**config.mk**
```make
export PLATFORM = sky130hd
export DESIGN_NAME = neo_spike_detector
export DESIGN_NICKNAME = d
export VERILOG_FILES = /design/src/rtl/neo_pkg.sv /design/src/rtl/neo_refractory_ctr.sv /design/src/rtl/neo_spike_detector.sv
export SDC_FILE = /design/constraint.sdc
export NUM_CORES = 1
export LEC_CHECK = 0
export CORE_ASPECT_RATIO = 2
export CORE_MARGIN = 4
export CORE_UTILIZATION = 54
export DETAILED_ROUTE_END_ITERATION = 7
export HOLD_SLACK_MARGIN = 0.12
export PLACE_DENSITY = 0.91
export SYNTH_ARGS = -nofsm -noshare
export SYNTH_HDL_FRONTEND = slang
export SYNTH_SLANG_ARGS = --single-unit
```
**constraint.sdc**
```tcl
create_clock -name Clk -period 4 [get_ports Clk]
set_input_delay 0.8 -clock Clk [delete_from_list [all_inputs] [get_ports Clk]]
set_output_delay 0.8 -clock Clk [all_outputs]
set_load 0.02 [all_outputs]
```
**src/rtl/neo_pkg.sv**
```systemverilog
// ----------------------------------------------------------------------------
// neo_pkg
// Definitions shared by the NEO energy stage and its spike detector:
//   - neo_det_state_t : detector FSM states
//   - addr_w(m)       : address width for an m-deep energy buffer
//   - refr_w(r)       : refractory counter width (never less than one bit)
// ----------------------------------------------------------------------------
package neo_pkg;

    typedef enum logic [1:0] {
        IDLE = 2'd0,
        SCAN = 2'd1,
        HOLD = 2'd2,
        DONE = 2'd3
    } neo_det_state_t;

    // One extra bit over log2 so that a count of m itself is representable.
    function automatic int addr_w(input int m);
        return $clog2(m) + 1;
    endfunction

    // A refractory length of 0 would give a zero-width counter; keep one bit.
    function automatic int refr_w(input int r);
        return (r < 1) ? 1 : $clog2(r + 1);
    endfunction

endpackage

```
**src/rtl/neo_refractory_ctr.sv**
```systemverilog
// ----------------------------------------------------------------------------
// neo_refractory_ctr
// Load / decrement counter with a zero flag, used to suppress spike events
// for a fixed number of addresses after each detection.
// Ports:
//   Clk     : clock, rising edge
//   reset   : asynchronous active-low reset (count -> 0)
//   clear   : synchronous clear to 0 (highest priority)
//   freeze  : hold the current count (overrides load/dec)
//   load    : load LOAD_VAL
//   dec     : decrement by one (caller only asserts it when count > 0)
//   zero    : count is zero
// ----------------------------------------------------------------------------
module neo_refractory_ctr #(
    parameter int W        = 2,
    parameter int LOAD_VAL = 3
) (
    input  logic Clk,
    input  logic reset,
    input  logic clear,
    input  logic freeze,
    input  logic load,
    input  logic dec,
    output logic zero
);

    logic [W-1:0] count_r;

    // Counter register: clear > freeze > load > decrement.
    always_ff @(posedge Clk or negedge reset) begin
        if (!reset) begin
            count_r <= {W{1'b0}};
        end else if (clear) begin
            count_r <= {W{1'b0}};
        end else if (freeze) begin
            count_r <= count_r;
        end else if (load) begin
            count_r <= W'(LOAD_VAL);
        end else if (dec && (count_r != {W{1'b0}})) begin
            count_r <= count_r - {{(W-1){1'b0}}, 1'b1};
        end else begin
            count_r <= count_r;
        end
    end

    assign zero = (count_r == {W{1'b0}});

endmodule

```
**src/rtl/neo_spike_detector.sv**
```systemverilog
// ----------------------------------------------------------------------------
// neo_spike_detector
// Scans the NEO energy buffer (addresses 0..M-1) once per start request and
// emits one event per word strictly above the latched threshold, with a
// refractory window of REFRACT addresses after every detected spike.
// Ports:
//   Clk, reset          : clock (rising edge), async active-low reset
//   start               : scan request, honoured in IDLE only
//   threshold           : signed threshold, latched on accepted start
//   raddr / rdata       : energy buffer read port (combinational read)
//   evt_valid/evt_ready : event handshake to the spike logger
//   evt_addr/evt_energy : address and energy of the spike word
//   busy                : scan in progress (SCAN/HOLD/DONE)
//   done                : one-cycle end-of-scan pulse
//   spike_count         : spikes detected in the last/current scan
// All outputs are registered.
// ----------------------------------------------------------------------------
module neo_spike_detector
    import neo_pkg::*;
#(
    parameter int N       = 8,
    parameter int M       = 16,
    parameter int REFRACT = 3,
    localparam int AW     = addr_w(M)
) (
    input  logic                Clk,
    input  logic                reset,
    input  logic                start,
    input  logic signed [N-1:0] threshold,
    output logic [AW-1:0]       raddr,
    input  logic signed [N-1:0] rdata,
    output logic                evt_valid,
    input  logic                evt_ready,
    output logic [AW-1:0]       evt_addr,
    output logic signed [N-1:0] evt_energy,
    output logic                busy,
    output logic                done,
    output logic [AW-1:0]       spike_count
);

    localparam int            RW        = refr_w(REFRACT);
    localparam logic [AW-1:0] LAST_ADDR = AW'(M - 1);
    localparam logic [AW-1:0] ONE_A     = AW'(1);

    neo_det_state_t     state_r, state_s;
    logic [AW-1:0]      raddr_r, raddr_s;
    logic               evt_valid_r, evt_valid_s;
    logic [AW-1:0]      evt_addr_r, evt_addr_s;
    logic signed [N-1:0] evt_energy_r, evt_energy_s;
    logic               busy_r, busy_s;
    logic               done_r, done_s;
    logic [AW-1:0]      spike_count_r, spike_count_s;
    logic signed [N-1:0] thr_r, thr_s;

    logic refr_clear_s, refr_freeze_s, refr_load_s, refr_dec_s, refr_zero_s;
    logic spike_s;

    // Refractory window counter; frozen while an event waits in HOLD.
    neo_refractory_ctr #(
        .W        (RW),
        .LOAD_VAL (REFRACT)
    ) u_refr (
        .Clk    (Clk),
        .reset  (reset),
        .clear  (refr_clear_s),
        .freeze (refr_freeze_s),
        .load   (refr_load_s),
        .dec    (refr_dec_s),
        .zero   (refr_zero_s)
    );

    // Next-state and next-output logic for the scan FSM.
    always_comb begin
        state_s        = state_r;
        raddr_s        = raddr_r;
        evt_valid_s    = evt_valid_r;
        evt_addr_s     = evt_addr_r;
        evt_energy_s   = evt_energy_r;
        done_s         = 1'b0;
        spike_count_s  = spike_count_r;
        thr_s          = thr_r;
        refr_clear_s   = 1'b0;
        refr_freeze_s  = 1'b0;
        refr_load_s    = 1'b0;
        refr_dec_s     = 1'b0;
        // Signed strict compare; above-threshold words inside the window are ignored.
        spike_s        = (rdata > thr_r) && refr_zero_s;

        case (state_r)
            IDLE: begin
                if (start) begin
                    thr_s         = threshold;
                    spike_count_s = {AW{1'b0}};
                    raddr_s       = {AW{1'b0}};
                    refr_clear_s  = 1'b1;
                    state_s       = SCAN;
                end else begin
                    state_s = IDLE;
                end
            end
            SCAN: begin
                if (spike_s) begin
                    evt_valid_s   = 1'b1;
                    evt_addr_s    = raddr_r;
                    evt_energy_s  = rdata;
                    spike_count_s = spike_count_r + ONE_A;
                    refr_load_s   = 1'b1;
                    state_s       = HOLD;
                    // Hold the last address so raddr never leaves the buffer.
                    raddr_s       = (raddr_r == LAST_ADDR) ? raddr_r : raddr_r + ONE_A;
                end else begin
                    refr_dec_s = !refr_zero_s;
                    if (raddr_r == LAST_ADDR) begin
                        state_s = DONE;
                        done_s  = 1'b1;
                    end else begin
                        raddr_s = raddr_r + ONE_A;
                    end
                end
            end
            HOLD: begin
                refr_freeze_s = 1'b1;
                if (evt_valid_r && evt_ready) begin
                    evt_valid_s = 1'b0;
                    if (evt_addr_r == LAST_ADDR) begin
                        state_s = DONE;
                        done_s  = 1'b1;
                    end else begin
                        state_s = SCAN;
                    end
                end else begin
                    state_s = HOLD;
                end
            end
            DONE: begin
                state_s = IDLE;
            end
            default: begin
                state_s     = IDLE;
                evt_valid_s = 1'b0;
            end
        endcase

        busy_s = (state_s != IDLE);
    end

    // State and registered-output update.
    always_ff @(posedge Clk or negedge reset) begin
        if (!reset) begin
            state_r       <= IDLE;
            raddr_r       <= {AW{1'b0}};
            evt_valid_r   <= 1'b0;
            evt_addr_r    <= {AW{1'b0}};
            evt_energy_r  <= {N{1'b0}};
            busy_r        <= 1'b0;
            done_r        <= 1'b0;
            spike_count_r <= {AW{1'b0}};
            thr_r         <= {N{1'b0}};
        end else begin
            state_r       <= state_s;
            raddr_r       <= raddr_s;
            evt_valid_r   <= evt_valid_s;
            evt_addr_r    <= evt_addr_s;
            evt_energy_r  <= evt_energy_s;
            busy_r        <= busy_s;
            done_r        <= done_s;
            spike_count_r <= spike_count_s;
            thr_r         <= thr_s;
        end
    end

    assign raddr       = raddr_r;
    assign evt_valid   = evt_valid_r;
    assign evt_addr    = evt_addr_r;
    assign evt_energy  = evt_energy_r;
    assign busy        = busy_r;
    assign done        = done_r;
    assign spike_count = spike_count_r;

endmodule

```
* Yosys cells after proc, flatten, opt, wreduce, memory -nomap -nowiden *
Index checks and enable logic that the tools add are counted.

word-level totals
  bits in registers = 38
  logic and storage cells = 71
  input bits = 20

cells by class
  add/subtract/negate cells = 3
  reductions and logical operators = 17
  order comparisons = 1
  eq/ne operators = 10
  mux-type cells = 30

operators by type and width
  kind                                                                   number
  5-bit case mux with 2 select lines                                     2
  2-bit 2-to-1 mux                                                       8
  5-bit 2-to-1 mux                                                       3
  1-bit 2-to-1 mux                                                       14
  5-bit by 1-bit adder with 5-bit output, second input constant          2
  5-bit by 4-bit equality test with 1-bit output, second input constant  2
  2-bit != test, second input constant                                   5
  3-bit AND reduction                                                    3
  8-bit > comparator                                                     1
  2-bit case mux with 4 select lines                                     1
  2-bit nonzero test                                                     4
  2-bit AND reduction                                                    3
  2-bit equality test, second input constant                             2
  2-bit logical NOT                                                      2
  1-bit case mux with 2 select lines                                     2
  1-bit logical AND                                                      3
  3-bit nonzero test                                                     1
  2-bit by 1-bit equality test with 1-bit output, second input constant  1
  2-bit by 1-bit subtractor with 2-bit output, second input constant     1
  1-bit logical NOT                                                      1

* Longest topological paths before layout *
Gate-level depths: netlist of run 1.

  depth after elaboration = 9
  gate-level depth with buffers = 8
  depth with buffers taken out = 7

* Cells and area by module *
Synthesis of run 1 repeated with hierarchy kept, for this count alone.

unflattened totals
  cell total of the unflattened synthesis = 191
  area, all modules = 2044.5 um^2

modules (own cells, without submodules)
  module              instances  seq. area each (um^2)  area an instance (um^2)  cells each
  neo_spike_detector  1          900.9                  1911.8                   178
  neo_refractory_ctr  1          50.0                   132.6                    13

* Worst setup path before layout of run 1 *
Ideal clock, no wire load.

  path type = input port to flip-flop
  start point = input port rdata[5]
  end point = register evt_addr_r[0] (netlist: evt_addr[0])
  buffers on the path = 1
  arrival time = 2.348 ns
  setup slack = 1.527 ns
  stages = 6
  path through = ha_1 -> a21oi_1 -> o22ai_2 -> o311ai_4 -> buf_6 -> mux2_4

on the way
  longest elaborated chain between the ends = 3

ends and longest elaborated chain
  item                                  line                       RTL
  from (decl)                           neo_spike_detector.sv:31   input logic signed [N-1:0] rdata,
  8-bit > comparator                    neo_spike_detector.sv:87   spike_s = (rdata > thr_r) && refr_zero_s;
  1-bit logical AND                     neo_spike_detector.sv:87
  2-bit AND reduction (no source line)  -
  to (signal assigned)                  neo_spike_detector.sv:153  evt_addr_r <= {AW{1'b0}};
  to (signal assigned)                  neo_spike_detector.sv:163  evt_addr_r <= evt_addr_s;
  to (decl)                             neo_spike_detector.sv:48   logic [AW-1:0] evt_addr_r, evt_addr_s;

Every way passes these cells.
A chain may end at the register's enable or synchronous reset.

* Worst setup path in the final report of run 1 *
  start point = input port rdata[5]
  end point = register evt_addr_r[3] (netlist: evt_addr[3])

The elaborated chain is that of the path after synthesis.

==> results.md, run 1 <==
- Hold crit path type: reg -> reg
- Peak VDD IR: 0.284 mV
- Power Internal: 0.588 mW
- Post-DRT Antenna Nets: 0
- Max_slew headroom: 43.3%
- DRC Markers: 0
- Max H-tree Level: 2
- Period utilization: 74.2%
- Max Fclk: 337 MHz
- Psw: 0.164 mW
- Die area: 4950 µm²
- Placement-stage cell area: 2570 µm²
- Diode count: 0
- 1st-pass router iterations: 5
- Area of the core: 3650 µm²
- Initial drt markers: 36
- Startpoint types: input port
- Area delta synth->final: 29.4%
- Drt total wl: 4870 µm
- Mapped Avg Cell Area: 10.6 µm²
- Lkg Pwr: 1.23 nW
- # rows: 31
- Cells after Synth: 195
- I/O Buffers: 45
- First-pass GRT wire length: 8150 µm
- Final TNS setup: 0 ns
- Die X: 51.8 µm
- Final setup fails: 0
- Top_reg_cell synth: dfrtp_1
- Vias in the first global route: 1757
- Final setup margin: 1.03 ns
- Hpwl dp: 3600 µm
- Synth async-reset ratio: 100%
- Crit path max fanout: 13
- RSZ-0062 raised after global routing: false
- Post-CTS sizing: 0
- Cell Pwr Density: 280 nW/µm²
- Switch share: 21.8%
- Max_cap viols: 0
- Status: finished clean
- Worst-path clk slew: 0.08 ns
- Die Y: 95.6 µm
- Cell variety after synth: 41
- Comb pwr share: 4.8%
- Commonest non-fill, non-tap cells in the layout: clkdlybuf4s50_1, dfrtp_1, nand2_1, inv_1, ha_1
- Number of synthesized register bits: 38
- Setup Skew: 0.00554 ns
- Final Hold Viols: 0
- Tmin final: 2.97 ns
- Largest net degree at the start of global routing: 39
- Syn. warnings: 0
- Pre-CTS setup slack: 0.712 ns
- Root Buffer: clkbuf_8
- Remaining Overflow, GRT: 0
- Slew @ Worst Pin: 0.851 ns
- Critical Path AT: 3.16 ns
- CTS Sinks: 38
- Initial core utilization: 56.9%
- Post-synth EDFFs: 0
- Nets@finish: 280
- Final Cell Area: 2680 µm²
- Seq/Total Area, Yosys: 45.9%
- Crit path kind: in -> reg
- Total CTS buffers: 5
- Slew Viols, Final: 0
- Fill count: 294
- Critical Path RT: 4.19 ns
- CTS tree: done
- Clk_lat worst skew: 0.30 ns
- Seq pwr share: 51.0%
- Initial antenna violation count: 0
- GRT Total Usage: 22.5%
- # Post-CTS Setup Buffers: 0
- Most common cell after layout, fill and taps aside: clkdlybuf4s50_1
- Bufs on Longest Clock Path: 2
- Cell Area, Synth: 2070 µm²
- Share of cells above drive strength 1: 13.1%
- Crit path capture type: flop
- Ports: 46
- Post-CTS Hold Buffers: 0
- Syn nets: 231
- Vias per cell: 5.79
- GPL Wtd Cong: 0.896
- Via Count: 1703
- Clock power frac: 44.2%
- Routed len/inst: 16.6 µm
## cells in the mapped netlist, types with 3 or more instances
library cell  count  area [µm²]
ha_1             16         200
o21ai_0          11        55.1
nand4_1           3        18.8
nand2_1          24        90.1
nand3_1          10        50.1
dfrtp_1          38         951
a22o_1            6        52.6
a21oi_1           4        20.0
nand2b_1          3        18.8
clkbuf_1          4        15.0
inv_1            17        63.8
mux2_4            5        75.1
mux2_2            7        78.8
nor3_1            4        20.0
o21ai_1           3        15.0
nor2_1            5        18.8
nand4b_1          4        35.0
## power by group through the flow
stage	sequential [mW]	clock [mW]	combinational, mW
finish	0.384	0.332	0.0360
global route	0.384	0.353	0.0396
CTS	0.384	0.336	0.0367
detailed placement	0.391	0	0.0362
global placement	0.391	0	0.0353
floorplan	0.392	0	0.00687
## final timing paths
check,end,startpoint,depth (start not counted),slack [ns]
hold reg to reg,u_refr.count_r[1],u_refr.count_r[1],1,0.50
setup / recovery,evt_addr[3],rdata[5],7,1.03
min in group asynchronous,evt_energy[5],reset,1,0.60
hold / removal,u_refr.count_r[1],u_refr.count_r[1],1,0.50
setup reg to reg,evt_addr[3],thr_r[5],7,1.63
max in group asynchronous,spike_count[1],reset,1,2.87
## layout make-up
class	count	area [µm²]	share of cell area [%]
inverters	17	63.8	2.38
multi-input cells	135	1030	38.5
clock inverters	3	45.0	1.68
repair buffers	47	460	17.2
clock buffers	5	68.8	2.57
well taps	49	61.3	2.29
flip-flops and latches	38	951	35.4
## layer usage
metal | part of all wire, % | GRT usage (%) | vias to the layer above
met1 | 36 | 23.1 | 837
met4 | 2.3 | 11.2 | 0
li1 | - | - | 795
met5 | 0 | 0 | -
met3 | 3.7 | 3.60 | 10
met2 | 58 | 42.2 | 61
## through the flow
| step | utilization, % | total power, mW | cells | hold slack (ns) |
|---|---|---|---|---|
| after CTS | 73.6 | 0.757 | 294 | 0.496 |
| after floorplan | - | 0.398 | 195 | 0.458 |
| after global placement | 70.5 | 0.427 | 286 | 0.472 |
| after detailed placement | 70.5 | 0.428 | 286 | 0.479 |
| after global routing | 73.6 | 0.776 | 294 | 0.501 |
| final | 73.6 | 0.752 | 294 | 0.497 |
## state kept, by name, summed over array words and instances (netlist names)
name            cells
spike_count         5
state_r             2
raddr               5
evt_valid           1
done                1
evt_energy          8
busy                1
evt_addr            5
thr_r               8
u_refr.count_r      2
## critical path, stage by stage
cell	delay [ns]
clkdlybuf4s50_1	0.45
ha_1	0.34
a21oi_1	0.19
o22ai_2	0.13
o311ai_4	0.65
buf_4	0.28
mux2_4	0.30
## cell families after synthesis
group,Yosys count,share of synthesized area (%)
and+or+nand+nor,64,15.9
AOI/OAI and AO/OA,42,16.2
muxes,13,7.97
buffers and inverters,22,4.34
DFF,38,45.9
adders and majority gates,16,9.66
(Power assumes the default switching activity.)
==> run 2: changes to the inputs <==
- CORE_UTILIZATION: 54 -> 45
- PLACE_DENSITY: 0.91 -> 0.81
- clock period: 4 -> 2.7 ns (I/O delays scaled with it)
==> results.md, run 2 (synthesized netlist as in run 1, its figures left out) <==
- Status: finished clean
- I/O Buffers: 45 (unchanged)
- Switch share: 20.5% (-1.3 points)
- Final Cell Area: 2810 µm² (+4.7%)
- Hpwl dp: 3470 µm (-3.6%)
- Crit path kind: in -> reg
- Max_slew headroom: 45.2% (+2.0 points)
- Clk_lat worst skew: 0.29 ns (about the same)
- Slew Viols, Final: 0 (unchanged)
- Vias per cell: 5.39 (-6.9%)
- Commonest non-fill, non-tap cells in the layout: clkdlybuf4s50_1, dfrtp_1, nand2_1, inv_1
- Remaining Overflow, GRT: 0 (unchanged)
- Routed len/inst: 14.6 µm (-12%)
- Total CTS buffers: 5 (unchanged)
- Crit path capture type: flop
- Final TNS setup: 0 ns (unchanged)
- Post-DRT Antenna Nets: 0 (unchanged)
- Die Y: 104 µm (+8.7%)
- Final setup fails: 0 (unchanged)
- Max_cap viols: 0 (unchanged)
- Max H-tree Level: 2 (unchanged)
- Period utilization: 95.0%
- Critical Path RT: 2.88 ns (-1.31 ns)
- Bufs on Longest Clock Path: 2 (unchanged)
- Initial antenna violation count: 0 (unchanged)
- CTS tree: done
- Final Hold Viols: 0 (unchanged)
- Most common cell after layout, fill and taps aside: clkdlybuf4s50_1
- Die area: 5820 µm² (+18%)
- Worst path cell trace: clkdlybuf4s50_1 -> ha_1 -> nand4_2 -> buf_4 -> o311a_4 -> o311ai_4 -> buf_4 -> buf_4 -> mux2_4
- Initial core utilization: 46.9% (-10 points)
- Vias in the first global route: 1717 (-2.3%)
- Share of cells above drive strength 1: 18.1% (+5.0 points)
- Cell Pwr Density: 390 nW/µm² (+39%)
- 1st-pass router iterations: 4 (-1)
- Total Power: 1.10 mW (+46%)
- Most frequent CP cell: buf_4
- Worst-path clk slew: 0.08 ns (about the same)
- Post-layout util: 63.5% (-10 points)
- Critical Path AT: 2.74 ns (-0.42 ns)
- Nets@finish: 295 (+5.4%)
- Power Internal: 0.872 mW (+48%)
- Diode count: 0 (unchanged)
- Lkg Pwr: 1.31 nW (+6.8%)
- Initial drt markers: 45 (+25%)
- Seq pwr share: 51.9% (+0.9 points)
- Slew @ Worst Pin: 0.821 ns (-0.0293 ns)
- Ports: 46 (unchanged)
- Root Buffer: clkbuf_8
- Via Count: 1694 (-0.53%)
- Peak VDD IR: 0.375 mV (+32%)
- GPL Wtd Cong: 0.846 (-5.6%)
- Psw: 0.224 mW (+37%)
- Worst hold margin: 0.335 ns (-0.161 ns)
- CP bufs+invs: 4 (+2)
- Max Fclk: 390 MHz
- Fill count: 359 (+22%)
- Die X: 56.0 µm (+8.1%)
- RSZ-0062 raised after global routing: false
- Area of the core: 4420 µm² (+21%)
- CTS Sinks: 38 (unchanged)
- Clock power frac: 42.9% (-1.3 points)
- # rows: 34 (+9.7%)
- Comb pwr share: 5.2% (+0.4 points)
- Drt total wl: 4580 µm (-5.9%)
- GRT Total Usage: 16.5% (-6.0 points)
- First-pass GRT wire length: 7710 µm (-5.4%)
- Placement-stage cell area: 2650 µm² (+3.2%)
- Worst stage delay on the critical path: 0.44 ns (-0.21 ns)
- Delay-heaviest family, CP: buffers and inverters
- Crit path max fanout: 5 (-8)
- Startpoint types: input port
- Area delta synth->final: 35.5%
- Setup Skew: 0.00794 ns (+0.00239 ns)
- Hold crit path type: in -> async
- Largest net degree at the start of global routing: 39 (unchanged)
- Tmin final: 2.57 ns
- Post-CTS Hold Buffers: 0 (unchanged)
- Worst path slowest cell: clkdlybuf4s50_1
- DRC Markers: 0 (unchanged)
## run 2: cell types whose count changed in the layout (fill, tap and decap cells not counted)
cell / previous run / this run
clkinvlp_4: 2 / 0
buf_12: 0 / 1
buf_4: 2 / 16
clkinv_2: 0 / 2
## run 2: final timing paths
| kind | start | to | slack [ns] | depth (start not counted) |
|---|---|---|---|---|
| max in group asynchronous | reset | raddr[0] | 1.84 | 1 |
| hold / removal | reset | evt_energy[7] | 0.34 | 1 |
| min in group Clk | evt_energy[0] | evt_energy[0] | 0.49 | 2 |
| setup / recovery | rdata[6] | evt_addr[2] | 0.13 | 9 |
| hold reg to reg | evt_energy[0] | evt_energy[0] | 0.49 | 2 |
| setup reg to reg | thr_r[7] | evt_addr[2] | 0.46 | 9 |
## run 2: power by group through the flow
stage	Sequential [mW]	Combinational [mW]	Clock, mW
2_1_floorplan	0.580	0.0102	0
3_3_place_gp	0.580	0.0571	0
3_5_place_dp	0.580	0.0583	0
4_1_cts	0.569	0.0585	0.484
5_1_grt	0.569	0.0628	0.503
6_report	0.569	0.0570	0.470
## run 2: final cells by class
class                   count  area (µm²)  share of cell area (%)
multi-input cells         135        1030                    36.7
flip-flops and latches     38         951                    33.9
repair buffers             62         586                    20.8
clock buffers               5        68.8                    2.45
well taps                  54        67.6                    2.41
inverters                  17        63.8                    2.27
clock inverters             3        40.0                    1.43
## run 2: layer usage
layer	routed length, µm	vias up	track usage (%)
li1	-	824	-
met1	1730	834	17.0
met2	2630	28	31.2
met3	140	8	3.11
met4	89	0	7.13
met5	0	-	0
## run 2: through the flow
stage                     worst slack, ns  std cells
after floorplan                     0.487        195
after global placement             -0.332        301
after detailed placement           -0.390        301
after CTS                           0.139        314
after global routing               0.0369        314
final                               0.134        314
## run 2: what timing repair did
action,4_1_cts,5_1_grt
setup endpoints to repair,2,0
setup buffers,5,0
resized for setup,0,0
## run 2: worst reg2reg max path: stages, from the launching register on
cell	delay (ns)
dfrtp_1	0.33
inv_1	0.05
ha_1	0.30
nand4_2	0.16
buf_4	0.17
o311a_4	0.39
o311ai_4	0.10
buf_4	0.21
buf_4	0.13
mux2_4	0.28
